==> config.mk <==
export PLATFORM = sky130hd
export DESIGN_NAME = cmac_tx_axis_arbiter
export DESIGN_NICKNAME = d
export VERILOG_FILES = /design/src/rtl/cmac_tx_axis_arbiter.sv
export SDC_FILE = /design/constraint.sdc
export NUM_CORES = 1
export LEC_CHECK = 0
export ABC_AREA = 1
export CORE_AREA = 2 2 685 687
export CTS_CLUSTER_DIAMETER = 150
export CTS_CLUSTER_SIZE = 8
export DETAILED_ROUTE_END_ITERATION = 6
export DIE_AREA = 0 0 687 689
export PLACE_DENSITY_LB_ADDON = 0.2
export SLEW_MARGIN = 20
export SYNTH_ARGS = -nofsm -noshare
export SYNTH_HDL_FRONTEND = slang
export SYNTH_SLANG_ARGS = --single-unit
==> constraint.sdc <==
create_clock -name clk -period 1.7 [get_ports clk]
set_input_delay 0.425 -clock clk [delete_from_list [all_inputs] [get_ports clk]]
set_output_delay 0.425 -clock clk [all_outputs]
set_load 0.05 [all_outputs]
==> src/rtl/cmac_tx_axis_arbiter.sv <==
// ---------------------------------------------------------------------------
// cmac_tx_axis_arbiter
// Packet-granular round-robin arbiter that shares the single 512-bit CMAC TX
// AXI4-Stream between NUM_SRC requesters (txusrclk2 domain). Packets are never
// interleaved; a packet that runs past MAX_BEATS is cut with tlast+tuser and
// its remainder is drained from the source so a stuck source cannot hold the
// MAC.
//
// Ports
//   clk, reset        : txusrclk2 clock, async active-high reset (usr_tx_reset)
//   tx_enable         : allows the start of new packets (never aborts one)
//   s_t*              : NUM_SRC slave streams, source i at [i*W +: W]
//   m_t*              : master stream to cmac_usplus_0 tx_axis
//   grant             : one-hot owner of the current packet, 0 when idle
//   busy              : high while a packet is owned (XFER or DRAIN)
//   trunc_pulse       : one-cycle pulse after each forced truncation
//
// Optional feature (macro CMAC_TX_ARB_STATS_EN):
//   pkt_cnt   : per-source packet counters, source i at [i*32 +: 32], wrap
//   trunc_cnt : saturating count of forced truncations
// ---------------------------------------------------------------------------
module cmac_tx_axis_arbiter #(
   parameter int unsigned NUM_SRC   = 2,
   parameter int unsigned DATA_W    = 512,
   parameter int unsigned KEEP_W    = 64,
   parameter int unsigned MAX_BEATS = 256
) (
   input  logic                      clk,
   input  logic                      reset,
   input  logic                      tx_enable,
   input  logic [NUM_SRC-1:0]        s_tvalid,
   output logic [NUM_SRC-1:0]        s_tready,
   input  logic [NUM_SRC*DATA_W-1:0] s_tdata,
   input  logic [NUM_SRC*KEEP_W-1:0] s_tkeep,
   input  logic [NUM_SRC-1:0]        s_tlast,
   input  logic [NUM_SRC-1:0]        s_tuser,
   output logic                      m_tvalid,
   input  logic                      m_tready,
   output logic [DATA_W-1:0]         m_tdata,
   output logic [KEEP_W-1:0]         m_tkeep,
   output logic                      m_tlast,
   output logic                      m_tuser,
   output logic [NUM_SRC-1:0]        grant,
   output logic                      busy,
`ifdef CMAC_TX_ARB_STATS_EN
   output logic [NUM_SRC*32-1:0]     pkt_cnt,
   output logic [15:0]               trunc_cnt,
`endif
   output logic                      trunc_pulse
);

   localparam int unsigned IDX_W = (NUM_SRC > 1) ? $clog2(NUM_SRC) : 1;
   localparam int unsigned CNT_W = $clog2(MAX_BEATS) + 1;
   localparam logic [CNT_W-1:0] LAST_BEAT = CNT_W'(MAX_BEATS - 1);

   typedef enum logic [1:0] {
      ST_IDLE  = 2'd0,
      ST_XFER  = 2'd1,
      ST_DRAIN = 2'd2
   } state_t;

   state_t             state;
   logic [IDX_W-1:0]   gnt_idx;
   logic [IDX_W-1:0]   last_grant;
   logic [CNT_W-1:0]   beat_cnt;

   logic [IDX_W-1:0]   next_idx;
   logic               next_found;
   int unsigned        cand;

   logic               sel_valid;
   logic               sel_last;
   logic               sel_user;
   logic [DATA_W-1:0]  sel_data;
   logic [KEEP_W-1:0]  sel_keep;

   logic               beat;
   logic               at_limit;
   logic               trunc_beat;
   logic               drain_done;

   // Round-robin pick: first requester scanning upward from last_grant+1.
   always_comb begin
      next_found = 1'b0;
      next_idx   = last_grant;
      cand       = 0;
      for (int unsigned k = 1; k <= NUM_SRC; k++) begin
         cand = (32'(last_grant) + k) % NUM_SRC;
         if (!next_found && s_tvalid[IDX_W'(cand)]) begin
            next_found = 1'b1;
            next_idx   = IDX_W'(cand);
         end
      end
   end

   // Mux of the currently granted source.
   always_comb begin
      sel_valid = 1'b0;
      sel_last  = 1'b0;
      sel_user  = 1'b0;
      sel_data  = '0;
      sel_keep  = '0;
      for (int i = 0; i < int'(NUM_SRC); i++) begin
         if (gnt_idx == IDX_W'(i)) begin
            sel_valid = s_tvalid[i];
            sel_last  = s_tlast[i];
            sel_user  = s_tuser[i];
            sel_data  = s_tdata[i*DATA_W +: DATA_W];
            sel_keep  = s_tkeep[i*KEEP_W +: KEEP_W];
         end
      end
   end

   assign beat       = (state == ST_XFER) && sel_valid && m_tready;
   assign at_limit   = (beat_cnt == LAST_BEAT);
   assign trunc_beat = beat && at_limit && !sel_last;
   // s_tready of the owner is forced high while draining.
   assign drain_done = (state == ST_DRAIN) && sel_valid && sel_last;

   // Stream outputs: pass-through in XFER, quiet otherwise. The beat that
   // reaches the limit is always terminated; it is flagged bad unless the
   // source happened to end the packet there.
   always_comb begin
      s_tready = '0;
      m_tvalid = 1'b0;
      m_tdata  = '0;
      m_tkeep  = '0;
      m_tlast  = 1'b0;
      m_tuser  = 1'b0;
      case (state)
         ST_XFER: begin
            m_tvalid = sel_valid;
            m_tdata  = sel_data;
            m_tkeep  = sel_keep;
            m_tlast  = sel_last | at_limit;
            m_tuser  = sel_user | (at_limit & ~sel_last);
            s_tready = grant & {NUM_SRC{m_tready}};
         end
         ST_DRAIN: begin
            s_tready = grant;
         end
         default: ;
      endcase
   end

   // Packet ownership FSM with registered grant/busy/trunc_pulse.
   always_ff @(posedge clk or posedge reset) begin
      if (reset) begin
         state       <= ST_IDLE;
         grant       <= '0;
         gnt_idx     <= '0;
         last_grant  <= IDX_W'(NUM_SRC - 1);
         beat_cnt    <= '0;
         busy        <= 1'b0;
         trunc_pulse <= 1'b0;
      end else begin
         trunc_pulse <= 1'b0;
         case (state)
            ST_IDLE: begin
               if (tx_enable && next_found) begin
                  state    <= ST_XFER;
                  gnt_idx  <= next_idx;
                  grant    <= NUM_SRC'(1) << next_idx;
                  beat_cnt <= '0;
                  busy     <= 1'b1;
               end
            end
            ST_XFER: begin
               if (beat) begin
                  if (sel_last) begin
                     state      <= ST_IDLE;
                     last_grant <= gnt_idx;
                     grant      <= '0;
                     beat_cnt   <= '0;
                     busy       <= 1'b0;
                  end else if (at_limit) begin
                     state       <= ST_DRAIN;
                     beat_cnt    <= '0;
                     trunc_pulse <= 1'b1;
                  end else begin
                     beat_cnt <= beat_cnt + CNT_W'(1);
                  end
               end
            end
            ST_DRAIN: begin
               if (drain_done) begin
                  state      <= ST_IDLE;
                  last_grant <= gnt_idx;
                  grant      <= '0;
                  busy       <= 1'b0;
               end
            end
            default: begin
               state <= ST_IDLE;
               grant <= '0;
               busy  <= 1'b0;
            end
         endcase
      end
   end

`ifdef CMAC_TX_ARB_STATS_EN
   // Per-source packet counters (natural or forced tlast) and truncation count.
   always_ff @(posedge clk or posedge reset) begin
      if (reset) begin
         pkt_cnt   <= '0;
         trunc_cnt <= '0;
      end else begin
         if (beat && m_tlast) begin
            for (int i = 0; i < int'(NUM_SRC); i++) begin
               if (gnt_idx == IDX_W'(i)) begin
                  pkt_cnt[i*32 +: 32] <= pkt_cnt[i*32 +: 32] + 32'd1;
               end
            end
         end
         if (trunc_beat && (trunc_cnt != 16'hFFFF)) begin
            trunc_cnt <= trunc_cnt + 16'd1;
         end
      end
   end
`endif

endmodule

==> metrics.yaml, run 1 <==
outcome:
  status: "finished, violations left"
  violations: "negative setup slack"
routing:
  drtAntennaViolNets: 0
  viasPerCell: 2.48
  drtPass1Iterations: 5
  drt_iter0_drc: 1491
  routed_wire_length_per_instance_um: 34.3
  vias: 25800
  drc: 0
  drt_wl_total_um: 356000
worst_setup_path:
  path_buf_inv: 6
  crit_path_end_kind: "output port"
  required_ns: 1.27
  cpPeakStageDelay_ns: 0.48
  cp.arrival_ns: 2.19
  path_class: "flip-flop to output port"
  path_delay_family: "buffers and inverters"
  start_kind: "flip-flop"
  cp_slowest_cell: "dfrtp_4"
  path_cells: "buf_12 -> inv_16 -> buf_12 -> buf_16 -> buf_4 -> nor2_1 -> nor2_1 -> buf_12"
  cp_common_cell: "buf_12"
  path_max_fanout: 5
hold_path:
  hp-class: "flip-flop to flip-flop"
sta:
  worstMarginPinSlew_ns: 0.809
  fmax_mhz: 382
  slew_headroom: 0.459
  setup_viol: 598
  setup_slack_ns: -0.916
  clock_skew_ns: 0.0124
  final_hold_viol_count: 0
  rsz0062_at_grt: "true"
  finalCritPeriodShare: 1.54
  finalSetupTns_ns: -436.40
  slew_viol_final: 0
  fin_crit_ns: 2.62
floorplan:
  rows: 251
  pin_count: 1747
  fp.dieW_um: 687
  die_y_um: 689
  dieArea_um2: 473000
  start_util: 0.0200
  core_area_um2: 466000
final_layout:
  final_common_cell: "clkdlybuf4s50_1"
  drive_above_1_share: 0.441
  synthToLayoutAreaGrowth_pct: 443
  finalNetCount: 5291
  mostFrequentLayoutCells: "1161 x clkdlybuf4s50_1, 648 x buf_12, 548 x nor2_1"
clocking:
  cts_buffers: 3
  insertion_delay_ns: 0.26
  clockBufferDepth: 2
  root_buffer: "clkbuf_16"
  htree_num_levels: 1
  clkSinkCount: 17
  clkTransAtPathRegs_ns: 0.07
  cts_tree: "built"
placed_design:
  place.port_buffers: 1746
  pre_cts_ws_ns: -1.26
  place_hpwl_um: 325000
  place_congestion: 0.950
global_route:
  grt_pass1_wl_um: 413000
  track_usage: 0.143
  antenna_found_initial: 440
  grt-ovfl-total: 0
  grt_max_degree: 71
  grt_pass1_vias: 25100
synth:
  syn-num-nets: 3249
  async_flop_share: 1.00
  yosys_warnings: 0
  seq_area_frac_synth: 0.0457
  synth-seq-cells: 17
  syn_avg_cell_area_um2: 4.48
  synth-edff-count: 0
  syn_inst: 2082
  synth-main-ff-cell: "dfrtp_1"
  synth_area_um2: 9330
  synth.distinct_cells: 28
pwr:
  power.total_mw: 104
  p_leak_nw: 16.8
  power_density_nw_per_um2: 2050
  ir_drop_mv: 0.919
job:
  max_cap_violations: 0
==> where the power goes <==
| group | switching, mW | leakage (nW) | total (mW) | internal (mW) |
|---|---|---|---|---|
| logic | 59.3 | 16.6 | 102 | 43.2 |
| clock network | 0.199 | 0.0386 | 0.519 | 0.320 |
| registers | 0.109 | 0.223 | 0.629 | 0.520 |
==> sequential cells by signal, indices dropped and copies added, names as in the netlist <==
| signal | count |
|---|---|
| beat_cnt | 9 |
| busy | 1 |
| gnt_idx | 1 |
| grant | 2 |
| last_grant | 1 |
| state | 2 |
| trunc_pulse | 1 |
==> repair_timing <==
action                                 4_1_cts  5_1_grt
resized for setup                          401      240
endpoints found under the hold margin        0        0
setup endpoints to repair                  598      598
gates cloned                                33       15
hold buffers                                 0        0
pin swaps                                   78       69
setup buffers                               74       21
==> layout make-up <==
type                            count  area [um2]
Timing Repair inverter              2        40.0
Clock buffer                        4        78.8
Fill cell                       53800      415000
Tap cell                         6198        7750
Sequential cell                    17         430
Antenna cell                       77         193
Multi-Input combinational cell   1845       12600
Timing Repair Buffer             2230       29400
Inverter                           25         110
==> synth_stat cells (2+ instances only) <==
cell type  number  area (um2)
a21oi_1         4        20.0
buf_2          12        60.1
buf_4          56         420
buf_6           3        33.8
clkbuf_1      124         465
dfrtp_1        16         400
ha_1            5        62.6
inv_1          22        82.6
inv_2           3        11.3
nand2_1        45         169
nand2_2         3        18.8
nand2_4         3        33.8
nand3_1        11        55.1
nand4_1         6        37.5
nor2_1       1169        4390
nor3_1          3        15.0
o21ai_0       582        2910
o21ai_1         4        20.0
o21ai_4         2        32.5
==> per-stage QoR <==
step	cell area, um2	instances	utilization	hold slack, ns
finish	50600	10400	0.109	0.482
floorplan	13300	2082	-	0.350
global route	50500	10400	0.108	0.504
detailed placement	46500	10200	0.0997	0.465
global placement	46400	10200	0.0997	0.466
CTS	49400	10300	0.106	0.475
==> worst reg2reg max path, delay by kind of cell, from the launching register on <==
| kind | cells | cell delay [ns] |
|---|---|---|
| adders and majority gates | 1 | 0.18 |
| and+or+nand+nor | 4 | 0.63 |
| DFF | 1 | 0.39 |
| buffers and inverters | 5 | 0.78 |
| AOI/OAI and AO/OA | 1 | 0.07 |
==> worst paths after layout <==
check	slack, ns	from	end	depth (start not counted)
worst max-delay path	-0.92	gnt_idx$_DFFE_PP0P_	m_tdata[79]	8
worst min-delay path	0.48	last_grant$_DFFE_PP1P_	last_grant$_DFFE_PP1P_	2
worst max register to register	-0.42	state[1]$_DFFE_PP0P_	beat_cnt[0]$_DFFE_PP0P_	11
worst min register to register	0.48	last_grant$_DFFE_PP1P_	last_grant$_DFFE_PP1P_	2
max in group asynchronous	0.90	reset	last_grant$_DFFE_PP1P_	3
min in group asynchronous	0.52	reset	busy$_DFFE_PP0P_	3
==> per-layer routing <==
| metal | GRT usage | wire length, um | part of all wire | vias to the layer above |
|---|---|---|---|---|
| met5 | 0 | 1470 | 0.0041 | - |
| li1 | - | - | - | 10900 |
| met1 | 0.162 | 135000 | 0.38 | 12000 |
| met3 | 0.0660 | 38800 | 0.11 | 802 |
| met2 | 0.251 | 172000 | 0.48 | 1832 |
| met4 | 0.0191 | 9160 | 0.026 | 216 |
==> cell families (layout without fill, tap and decap cells) <==
logic type	Yosys count	after routing	synth area share
compound gates	595	595	0.322
xor+xnor	1	1	0.000939
fa+ha+maj	5	5	0.00670
buf+inv	220	2261	0.115
flops	17	17	0.0457
mux	1	1	0.00107
other cells	0	77	0
simple gates	1243	1243	0.508
Note: power is estimated with default switching activity, not from simulation.
==> inputs of run 2 (changes only) <==
--- a/config.mk
+++ b/config.mk
@@ -11,7 +11,9 @@
 export CTS_CLUSTER_SIZE = 8
 export DETAILED_ROUTE_END_ITERATION = 6
 export DIE_AREA = 0 0 687 689
+export GPL_TIMING_DRIVEN = 1
 export PLACE_DENSITY_LB_ADDON = 0.2
+export RECOVER_POWER = 50
 export SLEW_MARGIN = 20
 export SYNTH_ARGS = -nofsm -noshare
 export SYNTH_HDL_FRONTEND = slang
==> run 2 against run 1 <==
The run still ends with negative setup slack left. Fmax barely moved. Worst setup slack hardly changed. Largest power group unchanged. Clock skew unchanged. Core utilization about the same. Wire length hardly changed. Power about the same. First-iteration DRC count stayed put. Critical path depth unchanged. Die area is the same. Cell count did not move. Highest routed layer unchanged.
==> metrics.yaml, run 2 (same netlist as run 1, synthesis figures left out) <==
outcome:
  status: "finished, violations left"
  violations: "negative setup slack"
sta:
  holdWs_ns: 0.482
  setup_slack_ns: -0.916
  rsz0062_at_grt: "true"
  fin_crit_ns: 2.62
  slew_headroom: 0.459
  final_hold_viol_count: 0
  clock_skew_ns: 0.0124
  slew_viol_final: 0
  setup_viol: 598
  finalSetupTns_ns: -436.40
  fmax_mhz: 382
  worstMarginPinSlew_ns: 0.809
  finalCritPeriodShare: 1.54
hold_path:
  hold-path-cell-count: 2
  hp-class: "flip-flop to flip-flop"
routing:
  routed_wire_length_per_instance_um: 34.3
  drtAntennaViolNets: 0
  drc: 0
  viasPerCell: 2.48
  drt_iter0_drc: 1491
  vias: 25800
  drt_wl_total_um: 356000
  route.met2.wl_um: 172000
  wl_met1_um: 135000
  dr_wl_met3_um: 38800
  maxUsedRoutingLayer: "met5"
  drtPass1Iterations: 5
global_route:
  grt-ovfl-total: 0
  track_usage: 0.143
  grt_pass1_wl_um: 413000
  grt_pass1_vias: 25100
  grt_max_degree: 71
  antenna_found_initial: 441
placed_design:
  dp.cells: 10200
  place_hpwl_um: 325000
  place.port_buffers: 1746
  place_congestion: 0.950
pwr:
  p_leak_nw: 16.8
  power_density_nw_per_um2: 2050
  ir_drop_mv: 0.921
  power.total_mw: 104
worst_setup_path:
  crit_path_end_kind: "output port"
  path_class: "flip-flop to output port"
  r2r_cells: 11
  path_max_fanout: 5
  cp.arrival_ns: 2.19
  required_ns: 1.27
  start_kind: "flip-flop"
final_layout:
  final_common_cell: "clkdlybuf4s50_1"
  largestRegisters: "beat_cnt x9, grant x2, state x2"
  finalNetCount: 5291
  final_cells: 10400
  mostFrequentLayoutCells: "1160 x clkdlybuf4s50_1, 648 x buf_12, 548 x nor2_1"
  final_util: 0.109
  largest_reg_flops: 9
  top_register: "beat_cnt"
  drive_above_1_share: 0.441
  synthToLayoutAreaGrowth_pct: 443
clocking:
  clockBufferDepth: 2
  clkTransAtPathRegs_ns: 0.07
  root_buffer: "clkbuf_16"
  clkSinkCount: 17
  insertion_delay_ns: 0.26
  htree_num_levels: 1
  cts_tree: "built"
  cts_hold_buffers: 0
  cts_buffers: 3
floorplan:
  pin_count: 1747
  fp.dieW_um: 687
  core_area_um2: 466000
  die_y_um: 689
  dieArea_um2: 473000
  rows: 251
  start_util: 0.0200
job:
  max_cap_violations: 0
## run 2: critical path, cell delays in order, from the launching register on
cell,delay [ns]
dfrtp_4,0.48
buf_12,0.20
inv_16,0.08
buf_12,0.15
buf_16,0.15
buf_4,0.16
nor2_1,0.33
nor2_1,0.15
buf_12,0.18
## run 2: layout make-up
class | instances | area, um2
antenna | 77 | 193
inverter | 25 | 110
fill | 53800 | 415000
timing repair buffer | 2230 | 29400
timing repair inverter | 2 | 40.0
sequential | 17 | 430
clock buffer | 4 | 78.8
multi-input combinational | 1845 | 12600
tap | 6198 | 7750
## run 2: power by group
part | leakage, nW | internal (mW) | switching, mW
registers | 0.223 | 0.520 | 0.109
clock network | 0.0386 | 0.320 | 0.199
logic | 16.6 | 43.2 | 59.3
## run 2: path summary, 6_finish.rpt
| path | from | endpoint | slack (ns) |
|---|---|---|---|
| setup / recovery | gnt_idx$_DFFE_PP0P_ | m_tdata[79] | -0.92 |
| hold / removal | last_grant$_DFFE_PP1P_ | last_grant$_DFFE_PP1P_ | 0.48 |
| setup reg to reg | state[1]$_DFFE_PP0P_ | beat_cnt[0]$_DFFE_PP0P_ | -0.42 |
| hold reg to reg | last_grant$_DFFE_PP1P_ | last_grant$_DFFE_PP1P_ | 0.48 |
| max in group asynchronous | reset | gnt_idx$_DFFE_PP0P_ | 0.52 |
| min in group asynchronous | reset | busy$_DFFE_PP0P_ | 0.75 |
## run 2: metal layers
| layer | up-vias | global-route usage |
|---|---|---|
| met2 | 1834 | 0.251 |
| met5 | - | 0 |
| met3 | 804 | 0.0660 |
| met1 | 12000 | 0.162 |
| met4 | 218 | 0.0191 |
| li1 | 10900 | - |
## run 2: per-stage QoR
stage	setup WS [ns]	instance area (um2)
4_1_cts	-0.924	49400
5_1_grt	-0.928	50500
3_3_place_gp	-1.31	46400
3_5_place_dp	-1.26	46500
6_report	-0.916	50600
2_1_floorplan	-0.588	13300
## run 2: what timing repair did
action                                 in CTS  in global routing
buffers inserted                           74                 21
endpoints found under the hold margin       0                  0
gates cloned                               33                 15
gates resized for setup                   401                240
setup endpoints to repair                 598                598
pin swaps                                  78                 69
==> inputs of run 3 (changes only) <==
--- a/config.mk
+++ b/config.mk
@@ -8,7 +8,7 @@
 export ABC_AREA = 1
 export CORE_AREA = 2 2 685 687
 export CTS_CLUSTER_DIAMETER = 150
-export CTS_CLUSTER_SIZE = 8
+export CTS_CLUSTER_SIZE = 14
 export DETAILED_ROUTE_END_ITERATION = 6
 export DIE_AREA = 0 0 687 689
 export GPL_TIMING_DRIVEN = 1
==> results of run 3 <==
Same layout as run 2: the final DEF is identical, and so are final timing and power.
